**config.mk**
```make
export PLATFORM = sky130hd
export DESIGN_NAME = matmul_sequencer
export DESIGN_NICKNAME = d
export VERILOG_FILES = /design/src/rtl/matmul_pkg.sv /design/src/rtl/matmul_sequencer_mac.sv /design/src/rtl/matmul_sequencer.sv
export SDC_FILE = /design/constraint.sdc
export NUM_CORES = 1
export LEC_CHECK = 0
export CAP_MARGIN = 10
export CORE_ASPECT_RATIO = 0.75
export CORE_MARGIN = 2
export CORE_UTILIZATION = 60
export CTS_BUF_LIST = sky130_fd_sc_hd__clkbuf_8
export CTS_CLUSTER_SIZE = 16
export DETAILED_ROUTE_END_ITERATION = 6
export GPL_TIMING_DRIVEN = 0
export PLACE_DENSITY = 0.91
export RECOVER_POWER = 100
export SLEW_MARGIN = 10
export SYNTH_ARGS = -nofsm -noshare
export SYNTH_HDL_FRONTEND = slang
export SYNTH_HIERARCHICAL = 1
export SYNTH_SLANG_ARGS = --single-unit
```
**constraint.sdc**
```tcl
create_clock -name clk -period 15.9 [get_ports clk]
set_clock_uncertainty 0.15 [all_clocks]
set_input_delay 2.385 -clock clk [delete_from_list [all_inputs] [get_ports clk]]
set_output_delay 2.385 -clock clk [all_outputs]
set_load 0.01 [all_outputs]
```
**src/rtl/matmul_pkg.sv**
```systemverilog
// matmul_pkg: shared state encoding and sizing helpers for the matmul sequencer
package matmul_pkg;
  typedef enum logic [2:0] {IDLE, RUN, DRAIN, OUT, DONE} state_t;
  localparam int DEF_DATA_W = 20;
  function automatic int addr_w(input int n);
    return (n > 1) ? $clog2(n) : 1;
  endfunction
  function automatic int res_w(input int dw, input int inner);
    return 2 * dw + $clog2(inner + 1);
  endfunction
endpackage

```
**src/rtl/matmul_sequencer_mac.sv**
```systemverilog
// mac_unit: unsigned multiply-accumulate; clear has priority over accumulate
module mac_unit #(
  parameter int DATA_W = 20,
  parameter int RES_W = 42
) (
  input  logic              clk,
  input  logic              rst_n,
  input  logic              clr,
  input  logic              en,
  input  logic [DATA_W-1:0] a,
  input  logic [DATA_W-1:0] b,
  output logic [RES_W-1:0]  acc
);
  logic [2*DATA_W-1:0] prod;
  assign prod = {{DATA_W{1'b0}}, a} * {{DATA_W{1'b0}}, b};
  always_ff @(posedge clk or negedge rst_n)
    if (!rst_n) acc <= '0;
    else if (clr) acc <= '0;
    else if (en) acc <= acc + {{(RES_W-2*DATA_W){1'b0}}, prod};
endmodule

```
**src/rtl/matmul_sequencer.sv**
```systemverilog
// matmul_sequencer: walks (i, j, k) over two sync-read memories through one MAC
// and streams C[i][j] out in row-major order over valid/ready.
module matmul_sequencer
  import matmul_pkg::*;
#(
  parameter int A_ROW = 5,
  parameter int A_COL = 3,
  parameter int B_COL = 6,
  parameter int DATA_W = DEF_DATA_W,
  parameter int RES_W = res_w(DATA_W, A_COL)
) (
  input  logic                             clk,
  input  logic                             rst_n,
  input  logic                             start,
  input  logic                             abort,
  output logic                             busy,
  output logic                             done,
  output logic                             rd_en,
  output logic [addr_w(A_ROW*A_COL)-1:0]   a_addr,
  output logic [addr_w(A_COL*B_COL)-1:0]   b_addr,
  input  logic [DATA_W-1:0]                a_data,
  input  logic [DATA_W-1:0]                b_data,
  output logic                             res_valid,
  input  logic                             res_ready,
  output logic [addr_w(A_ROW)-1:0]         res_row,
  output logic [addr_w(B_COL)-1:0]         res_col,
  output logic [RES_W-1:0]                 res_data
);
  localparam int I_W = addr_w(A_ROW);
  localparam int J_W = addr_w(B_COL);
  localparam int K_W = addr_w(A_COL);
  localparam int AA_W = addr_w(A_ROW*A_COL);
  localparam int BA_W = addr_w(A_COL*B_COL);
  state_t st, nxt;
  logic [I_W-1:0] i;
  logic [J_W-1:0] j;
  logic [K_W-1:0] k;
  logic rd_vld, last_k, last_j, last_ij, hs, clr;
  assign last_k = k == K_W'(A_COL - 1);
  assign last_j = j == J_W'(B_COL - 1);
  assign last_ij = last_j && i == I_W'(A_ROW - 1);
  assign hs = st == OUT && res_ready && !abort;
  assign clr = (st == IDLE && start) || hs;
  assign busy = st inside {RUN, DRAIN, OUT};
  assign done = st == DONE;
  assign rd_en = st == RUN;
  assign res_valid = st == OUT;
  assign res_row = i;
  assign res_col = j;
  assign a_addr = AA_W'(32'(i) * A_COL + 32'(k));
  assign b_addr = BA_W'(32'(k) * B_COL + 32'(j));
  always_ff @(posedge clk or negedge rst_n)
    if (!rst_n) st <= IDLE;
    else st <= nxt;
  always_comb begin
    nxt = st;
    case (st)
      IDLE:    nxt = start ? RUN : IDLE;
      RUN:     nxt = abort ? IDLE : last_k ? DRAIN : RUN;
      DRAIN:   nxt = abort ? IDLE : OUT;
      OUT:     nxt = abort ? IDLE : !res_ready ? OUT : last_ij ? DONE : RUN;
      default: nxt = IDLE;
    endcase
  end
  // rd_vld marks the cycle the memories return the word requested last cycle
  always_ff @(posedge clk or negedge rst_n)
    if (!rst_n) begin
      i <= '0;
      j <= '0;
      k <= '0;
      rd_vld <= 1'b0;
    end else begin
      rd_vld <= rd_en;
      if (st == IDLE && start) begin
        i <= '0;
        j <= '0;
        k <= '0;
      end else if (st == RUN) k <= last_k ? '0 : k + K_W'(1);
      else if (hs) begin
        k <= '0;
        j <= last_j ? '0 : j + J_W'(1);
        if (last_j) i <= last_ij ? '0 : i + I_W'(1);
      end
    end
  mac_unit #(.DATA_W(DATA_W), .RES_W(RES_W)) u_mac (
    .clk(clk), .rst_n(rst_n), .clr(clr), .en(rd_vld),
    .a(a_data), .b(b_data), .acc(res_data)
  );
endmodule

```
### Yosys cells after proc, flatten, opt, wreduce, memory -nomap -nowiden

Index checks and enable logic that the tools add are counted.

* add/sub/neg operators: 6
* multiply operators: 3
* eq/ne operators: 8
* mux-type cells: 23
* reduce and logical (&&, ||, !) cells: 14

Operators by type and width (count)
* 42-bit two-way mux: 2
* 42-bit by 40-bit adder with 42-bit output: 1
* 20-bit by 20-bit multiplier with 40-bit output: 1
* 3-bit two-way mux: 12
* 2-bit two-way mux: 7
* 3-bit one-hot mux with 4 select lines: 1
* 3-bit == test (second input constant): 3
* 3-bit by 1-bit adder with 3-bit output (second input constant): 2
* 3-bit by 2-bit == test with 1-bit output (second input constant): 2
* 2-bit nonzero test: 3
* 3-bit nonzero test: 2
* 5-bit by 3-bit adder with 5-bit output: 1
* 4-bit by 2-bit adder with 4-bit output: 1
* 1-bit logical AND: 4
* 2-bit by 2-bit multiplier with 4-bit output (second input constant): 1
* 3-bit by 2-bit multiplier with 4-bit output (second input constant): 1
* 3-bit by 1-bit == test with 1-bit output (second input constant): 1
* 3-bit logical NOT: 1
* 3-bit AND reduction: 1
* 2-bit by 1-bit adder with 2-bit output (second input constant): 1
* 2-bit == test (second input constant): 1
* 2-bit by 1-bit != test with 1-bit output (second input constant): 1
* 2-bit AND reduction: 1
* 1-bit logical NOT: 1
* 2 further kinds: 2

* flip-flop bits (word level): 54
* input port bits: 45
* output and inout bits: 61
* logic and storage cells: 60

### Longest topological paths before layout

* word-level depth: 7
* gate-level depth with buffers: 25
* depth with buffers taken out: 23

### Hierarchy

Netlist, hierarchy kept.

Modules (own cells, without submodules)
* mac_unit: instances 1, cells an instance 1756, area each 16114.2 µm², sequential area each 1051.0 µm²
* matmul_sequencer: instances 1, cells an instance 93, area each 918.4 µm², sequential area each 300.3 µm²

### Least setup slack after synthesis

No wires, ideal clock.

* path type: input to register
* start point: input port b_data[2]
* end point: register u_mac.acc[37]
* setup time: 0.131 ns
* arrival: 8.193 ns
* data required time: 15.619 ns
* slack: 7.426 ns
* stages on the path: 23
* buffers on the path: 1
* cells stage by stage: clkbuf_1 and2_1 fa_1 fa_1 inv_1 fa_1 inv_1 fa_1 inv_1 fa_1 inv_1 fa_1 fa_1 ha_1 nand2_1 or3_1 o21ai_0 nor2_1 a21o_2 o21ai_2 a31oi_1 and4b_1 or3_1

* cells in the longest elaborated chain, start to end: 4

Ends and longest elaborated chain
* start, declared: line matmul_sequencer.sv:22 `input logic [DATA_W-1:0] b_data,`
* 20-bit by 20-bit multiplier with 40-bit output: line matmul_sequencer_mac.sv:15 `assign prod = {{DATA_W{1'b0}}, a} * {{DATA_W{1'b0}}, b};`
* 42-bit by 40-bit adder with 42-bit output: line matmul_sequencer_mac.sv:19 `else if (en) acc <= acc + {{(RES_W-2*DATA_W){1'b0}}, prod};`
* 42-bit two-way mux: line matmul_sequencer_mac.sv:19
* 42-bit two-way mux: line matmul_sequencer_mac.sv:18 `else if (clr) acc <= '0;`
* end signal, assigned: line matmul_sequencer_mac.sv:19
* end, declared: line matmul_sequencer_mac.sv:12 `output logic [RES_W-1:0] acc`

No other way between the ends. The select of a mux whose other input is x is not followed.
A chain may end at the register's enable or synchronous reset.

### Worst setup path after layout

* start point: input port a_data[8]
* end point: register u_mac.acc[39]

* cells in the longest elaborated chain, start to end: 4

Ends and longest elaborated chain
* start, declared: line matmul_sequencer.sv:21 `input logic [DATA_W-1:0] a_data,`
* 20-bit by 20-bit multiplier with 40-bit output: line matmul_sequencer_mac.sv:15
* 42-bit by 40-bit adder with 42-bit output: line matmul_sequencer_mac.sv:19
* 42-bit two-way mux: line matmul_sequencer_mac.sv:19
* 42-bit two-way mux: line matmul_sequencer_mac.sv:18

No other way between the ends. The select of a mux whose other input is x is not followed.

==> results_dict.tcl <==
set metrics [dict create \
    run_status "finished, violations left" \
    violations "capacitance limit, slew limit" \
    grt_usage_pct 33.6 \
    final-hold-violation-count 0 \
    grt_use_met1_pct 44.3 \
    timing.slew.headroom_pct -35.3 \
    dr.pass1.iters 6 \
    avgViaCountPerCell 5.88 \
    ant_nets 0 \
    postSynthRegisterBits 54 \
    drc 0 \
    cts_hold_buf 0 \
    worstSkewPairLatency_ns 0.31 \
    critical_path_required_ns 15.96 \
    htreeDepth 2 \
    setup_viol 0 \
    busiest_layer "met2" \
    core_area_um2 28000 \
    synth_top_cell_area_share_pct 42.7 \
    cts_made_buffers 5 \
    ys_seq_area_share_pct 7.93 \
    cts-root-buf "clkbuf_8" \
    synth.area.top_cells "fa_1, ha_1, and2_1, inv_1, dfrtp_1" \
    rrSetupSlack_ns 9.06 \
    tightest_slew_ns 2.03 \
    fin_crit_sh_pct 60.0 \
    die_h_um 150 \
    syn_nets 2418 \
    tritoncts "done" \
    vias 13600 \
    yosys_warnings 6 \
    die_area_um2 29800 \
    avgSynthCellArea_um2 9.21 \
    clk_pin_slew_worst_paths_ns 0.10 \
    grt.met3_usage_pct 9.42 \
    async_flop_share_pct 100 \
    crit_type "in2reg" \
    overflow 0 \
    rows 53 \
    synth_edf_count 0 \
    synthFlopType "dfrtp_1" \
    grtUsageMet2_pct 52.3 \
    routed_wl_um 47300 \
    hp-class "reg2reg" \
    rsz0062_at_grt "false" \
    post_cts_resized 0 \
    finalSetupTns_ns 0 \
    grt_pass1_wl_um 76300 \
    area_growth_pct 6.92 \
    worst_setup_path_start_kind "input pin" \
    synth_top_area_cell "fa_1" \
    clock-sinks 54 \
    clock_path_buffers 2 \
    fmaxAchievable_ghz 0.105 \
    synth_area_um2 17000 \
    layout-drive-gt1-share_pct 1.14 \
    dieWidth_um 199 \
    gp_congestion 0.964 \
    drv_slew 35 \
    max_cap_violations 1 \
    postCtsSetupBuffers 0 \
    drt-initial-drc-count 1296 \
    initial_core_util_pct 60.9 \
    worst-path-max-fanout 10 \
    critical_path.endpoint_type "flop" \
    arrival_ns 9.60 \
    grt_max_degree 35 \
    synth_cell_type_count 73 \
    netlist_instances 1849 \
    fin_crit_ns 9.54 \
    grt_pass1_vias 14500 \
    antenna_found_initial 2 \
    portBuffers 65 \
    hpwl_um 40400 \
    finalNetCount 2491 \
    io_pins 106 \
    avgRoutedWirePerCell_um 20.5 \
]
## worst paths after layout
path / startpoint / endpoint / cells past startpoint
max in group asynchronous: rst_n / u_mac/acc[11]$_DFFE_PN0P_ / 2
hold / removal: u_mac/acc[40]$_DFFE_PN0P_ / u_mac/acc[40]$_DFFE_PN0P_ / 2
setup reg to reg: u_mac/acc[12]$_DFFE_PN0P_ / u_mac/acc[39]$_DFFE_PN0P_ / 20
min in group asynchronous: rst_n / res_row[0]$_DFFE_PN0P_ / 1
hold reg to reg: u_mac/acc[40]$_DFFE_PN0P_ / u_mac/acc[40]$_DFFE_PN0P_ / 2
setup / recovery: a_data[8] / u_mac/acc[39]$_DFFE_PN0P_ / 23
## flip-flops by register name, summed over array words and instances (netlist names)
| signal | count |
|---|---|
| k | 2 |
| rd_vld | 1 |
| res_col | 3 |
| res_row | 3 |
| st | 3 |
| u_mac/acc | 42 |
## critical path, cell delays in order
cell      delay [ns]
clkbuf_1        0.49
and2_0          0.24
fa_1            0.45
fa_1            0.52
inv_1           0.05
fa_1            0.47
inv_1           0.05
fa_1            0.50
inv_1           0.06
fa_1            0.54
inv_1           0.05
fa_1            0.54
fa_1            0.45
ha_1            0.38
nand2_1         0.13
or3_1           0.40
o21ai_0         0.13
nor2_1          0.13
o21ai_0         0.41
o21ai_0         0.40
o31ai_1         0.45
xor2_1          0.14
a22o_1          0.25
## per-stage QoR
step	cell area, um^2	instances	setup slack, ns	hold slack, ns	util (%)
after CTS	18300	2307	6.70	0.386	65.2
after floorplan	17000	1849	7.43	0.389	-
final	18200	2309	6.36	0.378	65.1
after global routing	18200	2307	6.11	0.419	65.1
after detailed placement	18200	2300	6.39	0.363	65.0
after global placement	18200	2299	6.57	0.358	64.9
## cells in the final DEF, fill, tap and decap left out, drive strengths merged, types with 3 or more instances in the layout
| cell | netlist | final |
|---|---|---|
| o2111ai | 3 | 3 |
| dlygate4sd3 | 0 | 62 |
| nand2b | 9 | 9 |
| a31oi | 9 | 9 |
| nand3b | 6 | 6 |
| nand2 | 216 | 216 |
| xor2 | 18 | 18 |
| ha | 161 | 161 |
| a2111oi | 3 | 3 |
| nor2 | 63 | 63 |
| nand4 | 4 | 4 |
| nand4b | 3 | 3 |
| nor4 | 5 | 5 |
| nor2b | 7 | 7 |
| buf | 10 | 7 |
| nor3 | 14 | 14 |
| nand3 | 13 | 13 |
| clkbuf | 94 | 104 |
| fa | 363 | 363 |
| mux2i | 28 | 28 |
| o21ai | 25 | 25 |
| a211oi | 6 | 6 |
| and2 | 226 | 226 |
| a22o | 3 | 3 |
| dfrtp | 54 | 54 |
| or3 | 6 | 6 |
| a21o | 19 | 19 |
| and3 | 6 | 6 |
| xnor2 | 18 | 18 |
| a21oi | 39 | 39 |
| o211ai | 7 | 7 |
| inv | 369 | 369 |
| o31ai | 3 | 3 |
## cells in the mapped netlist (6+ instances only)
cell / number
nor2b_1: 7
xnor2_1: 18
xor2_1: 18
a31oi_1: 9
o211ai_1: 6
dfrtp_1: 54
nor2_1: 63
and2_1: 226
clkbuf_1: 93
nor3_1: 14
nand3b_1: 6
inv_1: 369
a21o_1: 17
fa_1: 363
ha_1: 161
or3_1: 6
o21ai_0: 22
nand2_1: 216
nand3_1: 13
a21oi_1: 38
mux2i_1: 28
nand2b_1: 9
## area by class of cell
cell class              count  area, um^2
well taps                 385         482
clock inverters             2        10.0
multi-input cells        1322       13900
fillers                  2190        9770
diodes                      2        5.00
inverters                 369        1390
plain buffers             104         409
clock buffers               5        68.8
repair buffers             66         648
flip-flops and latches     54        1350
## routing by layer
layer | routed length [um] | up-vias
met5 | 13 | -
met4 | 2350 | 2
met3 | 5640 | 189
met2 | 21500 | 853
met1 | 17900 | 6782
li1 | - | 5744
## cells by family after synthesis
logic type	after synthesis	share of synthesized area [%]
and+or+nand+nor	591	17.7
adders and majority gates	524	54.5
buffers and inverters	473	10.6
AOI/OAI and AO/OA	142	5.71
DFF	54	7.93
xor gates and xnor gates	36	1.85
muxes	29	1.71
Power is left out: the tool's default activity adds up to more than one toggle a clock period on the data nets, which glitch-free logic cannot reach.
